## config.mk

```make
export PLATFORM = sky130hd
export DESIGN_NAME = alu_exec_unit
export DESIGN_NICKNAME = d
export VERILOG_FILES = /design/src/rtl/alu_pkg.sv /design/src/rtl/alu_serial_shifter.sv /design/src/rtl/alu_exec_unit.sv
export SDC_FILE = /design/constraint.sdc
export NUM_CORES = 1
export LEC_CHECK = 0
export CAP_MARGIN = 0
export CELL_PAD_IN_SITES_DETAIL_PLACEMENT = 1
export CELL_PAD_IN_SITES_GLOBAL_PLACEMENT = 1
export CORE_MARGIN = 2
export CORE_UTILIZATION = 25
export CTS_CLUSTER_DIAMETER = 50
export DETAILED_ROUTE_END_ITERATION = 8
export PLACE_DENSITY = 0.57
export SYNTH_ARGS = -nofsm -noshare
export SYNTH_HDL_FRONTEND = slang
export SYNTH_SLANG_ARGS = --single-unit
export TNS_END_PERCENT = 10
```

## constraint.sdc

```tcl
create_clock -name i_clk -period 7.2 [get_ports i_clk]
set_input_delay 1.44 -clock i_clk [delete_from_list [all_inputs] [get_ports i_clk]]
set_output_delay 1.44 -clock i_clk [all_outputs]
set_load 0.1 [all_outputs]
```

## src/rtl/alu_pkg.sv

```systemverilog
// Shared definitions for the integer execute path: ALU control codes,
// shifter op kinds and execute FSM states.
package alu_pkg;

    localparam int ALU_XLEN    = 32;
    localparam int ALU_SHAMT_W = $clog2(ALU_XLEN);

    typedef enum logic [4:0] {
        ALU_ADD  = 5'b00000,
        ALU_AND  = 5'b00001,
        ALU_OR   = 5'b00010,
        ALU_XOR  = 5'b00011,
        ALU_SLL  = 5'b00100,
        ALU_SRL  = 5'b00101,
        ALU_SRA  = 5'b00110,
        ALU_SUB  = 5'b10000,
        ALU_SLT  = 5'b10111,
        ALU_SLTU = 5'b11000
    } alu_op_e;

    typedef enum logic [1:0] {
        SHIFT_SLL = 2'b00,
        SHIFT_SRL = 2'b01,
        SHIFT_SRA = 2'b10
    } shift_kind_e;

    typedef enum logic {
        ST_IDLE  = 1'b0,
        ST_SHIFT = 1'b1
    } exec_state_e;

endpackage

```

## src/rtl/alu_serial_shifter.sv

```systemverilog
// One-bit-per-cycle shifter: load latches source, amount and kind; done is
// high on the cycle whose shift produces the final value on result.
module alu_serial_shifter
    import alu_pkg::*;
#(
    parameter int W  = ALU_XLEN,
    parameter int SW = $clog2(W)
) (
    input  logic          clk,
    input  logic          rst_n,
    input  logic          load,
    input  logic [1:0]    kind,
    input  logic [W-1:0]  data,
    input  logic [SW-1:0] shamt,
    output logic          done,
    output logic [W-1:0]  result
);

    logic [W-1:0]  work_r;
    logic [SW-1:0] cnt_r;
    shift_kind_e   kind_r;
    logic [W-1:0]  shift_s;

    // Single-bit shift of the working register for the latched kind.
    always_comb begin
        shift_s = work_r;
        case (kind_r)
            SHIFT_SLL: shift_s = {work_r[W-2:0], 1'b0};
            SHIFT_SRL: shift_s = {1'b0, work_r[W-1:1]};
            SHIFT_SRA: shift_s = {work_r[W-1], work_r[W-1:1]};
            default:   shift_s = work_r;
        endcase
    end

    // Working register and remaining-count bookkeeping.
    always_ff @(posedge clk or negedge rst_n) begin
        if (!rst_n) begin
            work_r <= {W{1'b0}};
            cnt_r  <= {SW{1'b0}};
            kind_r <= SHIFT_SLL;
        end else if (load) begin
            work_r <= data;
            cnt_r  <= shamt;
            kind_r <= shift_kind_e'(kind);
        end else if (cnt_r != {SW{1'b0}}) begin
            work_r <= shift_s;
            cnt_r  <= cnt_r - SW'(1);
        end else begin
            work_r <= work_r;
            cnt_r  <= cnt_r;
        end
    end

    assign done   = (cnt_r == SW'(1));
    assign result = shift_s;

endmodule

```

## src/rtl/alu_exec_unit.sv

```systemverilog
// Integer execute unit: single-cycle logic/arith/compare datapath, serial
// shifter for SLL/SRL/SRA, and a registered valid/ready result stage.
module alu_exec_unit
    import alu_pkg::*;
#(
    parameter int XLEN = ALU_XLEN
) (
    input  logic            i_clk,
    input  logic            i_rst_n,
    input  logic            i_valid,
    output logic            o_ready,
    input  logic [4:0]      i_alu_control,
    input  logic [XLEN-1:0] i_operand_a,
    input  logic [XLEN-1:0] i_operand_b,
    output logic            o_valid,
    input  logic            i_ready,
    output logic [XLEN-1:0] o_result,
    output logic            o_zero,
    output logic            o_busy
);

    localparam int SHAMT_W = $clog2(XLEN);

    exec_state_e       state_r;
    exec_state_e       state_nxt_s;
    logic              o_valid_r;
    logic [XLEN-1:0]   o_result_r;
    logic              o_zero_r;
    logic              ready_s;
    logic              accept_s;
    logic              is_shift_s;
    logic [1:0]        shift_kind_s;
    logic [SHAMT_W-1:0] shamt_s;
    logic              start_shift_s;
    logic [XLEN-1:0]   alu_result_s;
    logic              shift_done_s;
    logic [XLEN-1:0]   shift_result_s;

    assign shamt_s       = i_operand_b[SHAMT_W-1:0];
    assign ready_s       = (state_r == ST_IDLE) && (!o_valid_r || i_ready);
    assign accept_s      = i_valid && ready_s;
    assign start_shift_s = accept_s && is_shift_s && (shamt_s != {SHAMT_W{1'b0}});

    // Single-cycle result; a shift by zero simply passes operand A through.
    always_comb begin
        alu_result_s = i_operand_a + i_operand_b;
        case (i_alu_control)
            ALU_ADD:  alu_result_s = i_operand_a + i_operand_b;
            ALU_SUB:  alu_result_s = i_operand_a - i_operand_b;
            ALU_AND:  alu_result_s = i_operand_a & i_operand_b;
            ALU_OR:   alu_result_s = i_operand_a | i_operand_b;
            ALU_XOR:  alu_result_s = i_operand_a ^ i_operand_b;
            ALU_SLT:  alu_result_s = {{(XLEN-1){1'b0}}, ($signed(i_operand_a) < $signed(i_operand_b))};
            ALU_SLTU: alu_result_s = {{(XLEN-1){1'b0}}, (i_operand_a < i_operand_b)};
            ALU_SLL,
            ALU_SRL,
            ALU_SRA:  alu_result_s = i_operand_a;
            default:  alu_result_s = i_operand_a + i_operand_b;
        endcase
    end

    // Shift classification of the incoming control code.
    always_comb begin
        is_shift_s   = 1'b0;
        shift_kind_s = SHIFT_SLL;
        case (i_alu_control)
            ALU_SLL: begin is_shift_s = 1'b1; shift_kind_s = SHIFT_SLL; end
            ALU_SRL: begin is_shift_s = 1'b1; shift_kind_s = SHIFT_SRL; end
            ALU_SRA: begin is_shift_s = 1'b1; shift_kind_s = SHIFT_SRA; end
            default: begin is_shift_s = 1'b0; shift_kind_s = SHIFT_SLL; end
        endcase
    end

    alu_serial_shifter #(
        .W  (XLEN),
        .SW (SHAMT_W)
    ) u_shifter (
        .clk    (i_clk),
        .rst_n  (i_rst_n),
        .load   (start_shift_s),
        .kind   (shift_kind_s),
        .data   (i_operand_a),
        .shamt  (shamt_s),
        .done   (shift_done_s),
        .result (shift_result_s)
    );

    // Execute FSM state register.
    always_ff @(posedge i_clk or negedge i_rst_n) begin
        if (!i_rst_n) begin
            state_r <= ST_IDLE;
        end else begin
            state_r <= state_nxt_s;
        end
    end

    // Execute FSM next-state logic.
    always_comb begin
        state_nxt_s = state_r;
        case (state_r)
            ST_IDLE: begin
                if (start_shift_s) state_nxt_s = ST_SHIFT;
                else               state_nxt_s = ST_IDLE;
            end
            ST_SHIFT: begin
                if (shift_done_s) state_nxt_s = ST_IDLE;
                else              state_nxt_s = ST_SHIFT;
            end
            default: state_nxt_s = ST_IDLE;
        endcase
    end

    // Result register; holds while a valid result is stalled downstream.
    always_ff @(posedge i_clk or negedge i_rst_n) begin
        if (!i_rst_n) begin
            o_valid_r  <= 1'b0;
            o_result_r <= {XLEN{1'b0}};
            o_zero_r   <= 1'b1;
        end else if (start_shift_s) begin
            o_valid_r  <= 1'b0;
        end else if (accept_s) begin
            o_valid_r  <= 1'b1;
            o_result_r <= alu_result_s;
            o_zero_r   <= (alu_result_s == {XLEN{1'b0}});
        end else if ((state_r == ST_SHIFT) && shift_done_s) begin
            o_valid_r  <= 1'b1;
            o_result_r <= shift_result_s;
            o_zero_r   <= (shift_result_s == {XLEN{1'b0}});
        end else if (o_valid_r && i_ready) begin
            o_valid_r  <= 1'b0;
        end else begin
            o_valid_r  <= o_valid_r;
        end
    end

    assign o_ready  = ready_s;
    assign o_valid  = o_valid_r;
    assign o_result = o_result_r;
    assign o_zero   = o_zero_r;
    assign o_busy   = (state_r == ST_SHIFT);

endmodule
```

; Word-level counts from Yosys, hierarchy flattened
; Index checks and enable logic that the tools add are counted.
[word_totals]
wordCells = 66
inputBits = 73
ff_bits = 74
out_inout_bits = 36
[classes]
n_lt_le_gt_ge = 2
reduce_logical = 18
add_sub_neg = 3
bitwise = 5
n_mux = 19
eq_ne = 12
[op_table]
columns = operator, n
row1 = $pmux W32 S7, 1
row2 = $mux W32, 4
row3 = $pmux W32 S3, 1
row4 = $logic_not A32 Y1, 2
row5 = $lt A32 B32 Y1, 2
row6 = $add A32 B32 Y32, 1
row7 = $and A32 B32 Y32, 1
row8 = $or A32 B32 Y32, 1
row9 = $sub A32 B32 Y32, 1
row10 = $xor A32 B32 Y32, 1
row11 = $eq A5 B3 Y1 const B, 3
row12 = $eq A5 B5 Y1 const B, 3
row13 = $eq A5 B1 Y1 const B, 2
row14 = $eq A5 B2 Y1 const B, 2
row15 = $mux W5, 2
row16 = $reduce_bool A5 Y1, 2
row17 = $mux W1, 9
row18 = $logic_and A1 B1 Y1, 6
row19 = $sub A5 B1 Y5 const B, 1
row20 = $pmux W2 S2, 1
row21 = $reduce_bool A2 Y1, 2
row22 = $reduce_bool A4 Y1, 1
row23 = $reduce_or A3 Y1, 1
row24 = $eq A2 B1 Y1 const B, 1
row25 = other kinds (7), 8

; Logic depth before layout (Yosys ltp)
[depth]
depth_word = 8
ltp_mapped = 16
mapped_depth_nobuf = 16

; Modules after synthesis
; A second synthesis with hierarchy kept.
[hier_totals]
cells_unflattened = 1321
hier_area_um2 = 10122.2
[modules_own_cells]
columns = mod, seq_area_each_um2, area_each_um2, n_inst, cells_per_inst
row1 = alu_exec_unit, 877.1, 7307.0, 1, 1067
row2 = alu_serial_shifter, 975.9, 2815.2, 1, 254

; Worst setup path before layout
; Ideal clock, no wire load.
[synth_path]
path_kind = input to register
startpoint = input port i_operand_a[0]
endpoint = register o_zero_r, in the netlist o_zero
setup_slack_ns = 2.250
path_stages = 14
n_path_buf = 0
t_arrival_ns = 4.888
required_time_ns = 7.139
setup_ns = 0.061
cell_sequence = ha_1 fa_1 a21o_1 a221oi_2 nor3_1 nor4_4 o31ai_2 a31oi_1 mux2_2 or4_1 nor4_1 nand4_1 nor4_1 a31o_1
[synth_between]
elab_chain_len = 4
word_cells_on_any_way = 10
classes_between = add/sub: 2 / order compare: 2 / mux: 2 / bitwise: 3 / reduce/logical: 1
[synth_rtl]
columns = item, line_no
row1 = from (decl), alu_exec_unit.sv:13  ; input logic [XLEN-1:0] i_operand_a,
row2 = "$add A32 B32 Y32, or another cell as far along", "alu_exec_unit.sv:48, alu_exec_unit.sv:58"
row3 = $pmux W32 S7 (*), alu_exec_unit.sv:47  ; case (i_alu_control)
row4 = $logic_not A32 Y1 (*), alu_exec_unit.sv:124  ; o_zero_r <= (alu_result_s == {XLEN{1'b0}});
row5 = $mux W1 (*), alu_exec_unit.sv:121  ; end else if (accept_s) begin
row6 = to (signal assigned), alu_exec_unit.sv:124
row7 = to (signal assigned), alu_exec_unit.sv:128  ; o_zero_r <= (shift_result_s == {XLEN{1'b0}});
row8 = to (decl), alu_exec_unit.sv:28  ; logic o_zero_r;
; Every way passes the cells marked *; elsewhere a longest branch is shown, timed or not.
; A chain may end at the register's enable or synchronous reset.

; Worst setup path after layout
; Same ends and word-level chain as after synthesis.

==> flow_metrics.tcl <==
set metrics [dict create \
    power_density_nw_per_um2 337.6 \
    syn-num-nets 1546 \
    critPathMostFrequentCell "nor4_1" \
    finalPower_mw 3.968 \
    drc_errors 0 \
    crit_start "i_operand_a[0]" \
    antenna_found_initial 1 \
    grt_pass1_vias 10860 \
    max_cap_violations 0 \
    drt-wirelength-per-cell_um 22.10 \
    worstReg2RegStart "o_valid" \
    path_buf_inv 1 \
    cts_setup_buffers 0 \
    clock_latency_ns 0.35 \
    first_pass_iters 5 \
    wirelength_um 42960 \
    synth_seq_cells 74 \
    fin_util_pct 29.79 \
    hp-class "register to register" \
    ys_async_sr_fraction_pct 100.0 \
    drt_iter0_markers 811 \
    vias 10700 \
    start_util_pct 25.19 \
    grt_max_degree 78 \
    fillers 4790 \
    crit_chain "clkdlybuf4s50_1, ha_1, fa_1, a21o_1, a221oi_2, nor3_1, a2111oi_1, o41ai_1, and3_1, o21ai_0, nand4b_1, nor4_1, nand4_1, nor4_1, a31o_1" \
    cp-start-kind "input port" \
    synthCells 1372 \
    n_antenna_cell 0 \
    layout_min_cycle_time_ns 6.200 \
    min_path_cells 2 \
    critPathMaxStageDelay_ns 0.95 \
    via_per_inst 5.504 \
    die_h_um 203.4 \
    vdd_drop_max_v 0.0001384 \
    p_leak_nw 5.044 \
    place.gp.congestion 0.8759 \
    cts_made_buffers 9 \
    worstPathMaxFanout 5 \
    ctsLongestPathBuffers 2 \
    cts_tree "done" \
    final_cell_area_um2 11750 \
    synth.distinct_cells 93 \
    clock-sinks 74 \
    reg2reg_depth 12 \
    fin_skew_ns 0.005958 \
    finalNonFillerCells 1944 \
    drv_slew 0 \
    multiInputGateArea_um2 7350 \
    tns_ns 0 \
    post_cts_resized 0 \
    final_cell_mix "o21ai_0 (149), nor2_1 (132), nand2_1 (123)" \
    hold_viol 0 \
    synth_edf_count 0 \
    fmax_ghz 0.1613 \
    synth.avg_cell_area_um2 7.245 \
    r2r-end "o_zero" \
    cts_max_level 3 \
    seq_area_um2 1854 \
    dp.cells 1928 \
    slowest_stage "a2111oi_1" \
    ys_warn_count 0 \
    period_share_pct 86.11 \
    status "complete, no violations" \
    crit_path_end_kind "register" \
    die_x_um 203.4 \
    syn_area_um2 9940 \
    critPathTopFamily "compound AO/OA/AOI/OAI gates" \
    num_rows 73 \
    grt_pass1_wl_um 66160 \
    arrival_ns 6.49 \
    ios 109 \
    setup_viol 0 \
    fin_nets 1588 \
    final_common_cell "o21ai_0" \
    die_area_um2 41370 \
    yosys_most_used_dff "dfrtp_1" \
    dpl_cell_area_um2 11450 \
    core_um2 39460 \
    path_class "input port to register" \
    grt_usage_pct 20.72 \
    drive_gt1_share_pct 5.285 \
    cts.clk_slew.worst_paths_ns 0.06 \
    crit_cells 15 \
    regToRegSetupSlack_ns 3.02 \
    syn_to_final_growth_pct 18.24 \
    cts_hold_buf 0 \
    slew_headroom_pct 24.36 \
    cp.required_ns 7.49 \
    root_buffer "clkbuf_16" \
    worstSetupEndpoint "o_zero" \
    io_buffers 108 \
    rsz0062_at_grt "false" \
    tightest_slew_ns 1.125 \
    yosysSeqAreaShare_pct 18.64 \
    antenna_left 0 \
    grt_overflow 0 \
    dpl.hpwl_um 33690 \
]
## Yosys cell counts (29+ instances only)
cell type    n  area, um2
o21ai_0    149      745.7
nor2_1     132      495.5
nand2_1    124      465.5
ha_1        99       1239
inv_1       97      364.1
a21oi_1     93      465.5
clkbuf_1    79      296.5
dfrtp_1     73       1827
mux2i_1     44      440.4
o211ai_1    39      292.8
nand2b_1    34      212.7
nor3_1      29      145.1
## cell families (layout without fill, tap and decap cells)
family / count (synthesis) / in the layout / share of synthesized area (%)
AOI/OAI and AO/OA: 492 / 492 / 32.77
xor gates and xnor gates: 9 / 9 / 0.7931
adders and majority gates: 101 / 101 / 12.87
buffers and inverters: 194 / 241 / 7.666
DFF: 74 / 74 / 18.64
muxes: 51 / 51 / 5.224
and+or+nand+nor: 451 / 451 / 22.04
## metrics by stage
step | hold WS [ns] | worst slack, ns
2_1_floorplan | 0.5347 | 2.250
3_5_place_dp | 0.4721 | 0.7028
6_report | 0.4776 | 1.000
3_3_place_gp | 0.4651 | 0.7278
4_1_cts | 0.4846 | 1.053
5_1_grt | 0.5086 | 0.7863
## power breakdown
group / leakage (nW) / switching, mW / internal, mW / total [mW]
registers: 0.900 / 0.209 / 0.630 / 0.839
logic: 4.00 / 1.85 / 0.821 / 2.67
clock network: 0.147 / 0.174 / 0.287 / 0.461
## worst reg2reg max path: stages, from the launching register on
cell      delay [ns]
dfrtp_1         0.38
nor2b_1         0.15
nor3b_2         0.65
buf_4           0.32
o211ai_1        0.11
o21ai_1         0.34
nand3_1         0.19
or4_1           0.48
or4_1           0.44
nor4_1          0.27
nand4_1         0.17
nor4_1          0.42
a31o_1          0.19
## layer usage
layer | global-route usage (%) | vias to the layer above | wire length [um]
met3 | 2.812 | 62 | 2426
met2 | 32.86 | 303 | 19170
met5 | 0 | - | 0
li1 | - | 5065 | -
met1 | 29.13 | 5270 | 20330
met4 | 6.178 | 0 | 1025
## registers in the layout, summed over array words and instances (netlist names)
signal and count:
u_shifter.cnt_r 5, o_zero 1, o_busy 1, o_valid 1, u_shifter.kind_r 2, o_result 32
u_shifter.work_r 32
## layout make-up
type	instances	area share (%)
clock buffers	14	2.246
repair buffers	128	10.45
clock inverters	2	0.2981
well taps	525	5.589
flip-flops and latches	74	15.78
multi-input cells	1104	62.54
inverters	97	3.098
## how the worst min path moves through the flow
stage / slack (ns) / startpoint / to
6_report: 0.48 / o_result[8] / o_result[8]
5_1_grt: 0.51 / o_result[5] / o_result[5]
4_1_cts: 0.48 / o_result[2] / o_result[2]
3_5_place_dp: 0.47 / o_result[2] / o_result[2]
3_3_place_gp: 0.47 / o_result[9] / o_result[9]
2_1_floorplan: 0.53 / u_shifter.work_r[3] / u_shifter.work_r[3]
No activity file was read; power rests on OpenSTA's default activity.
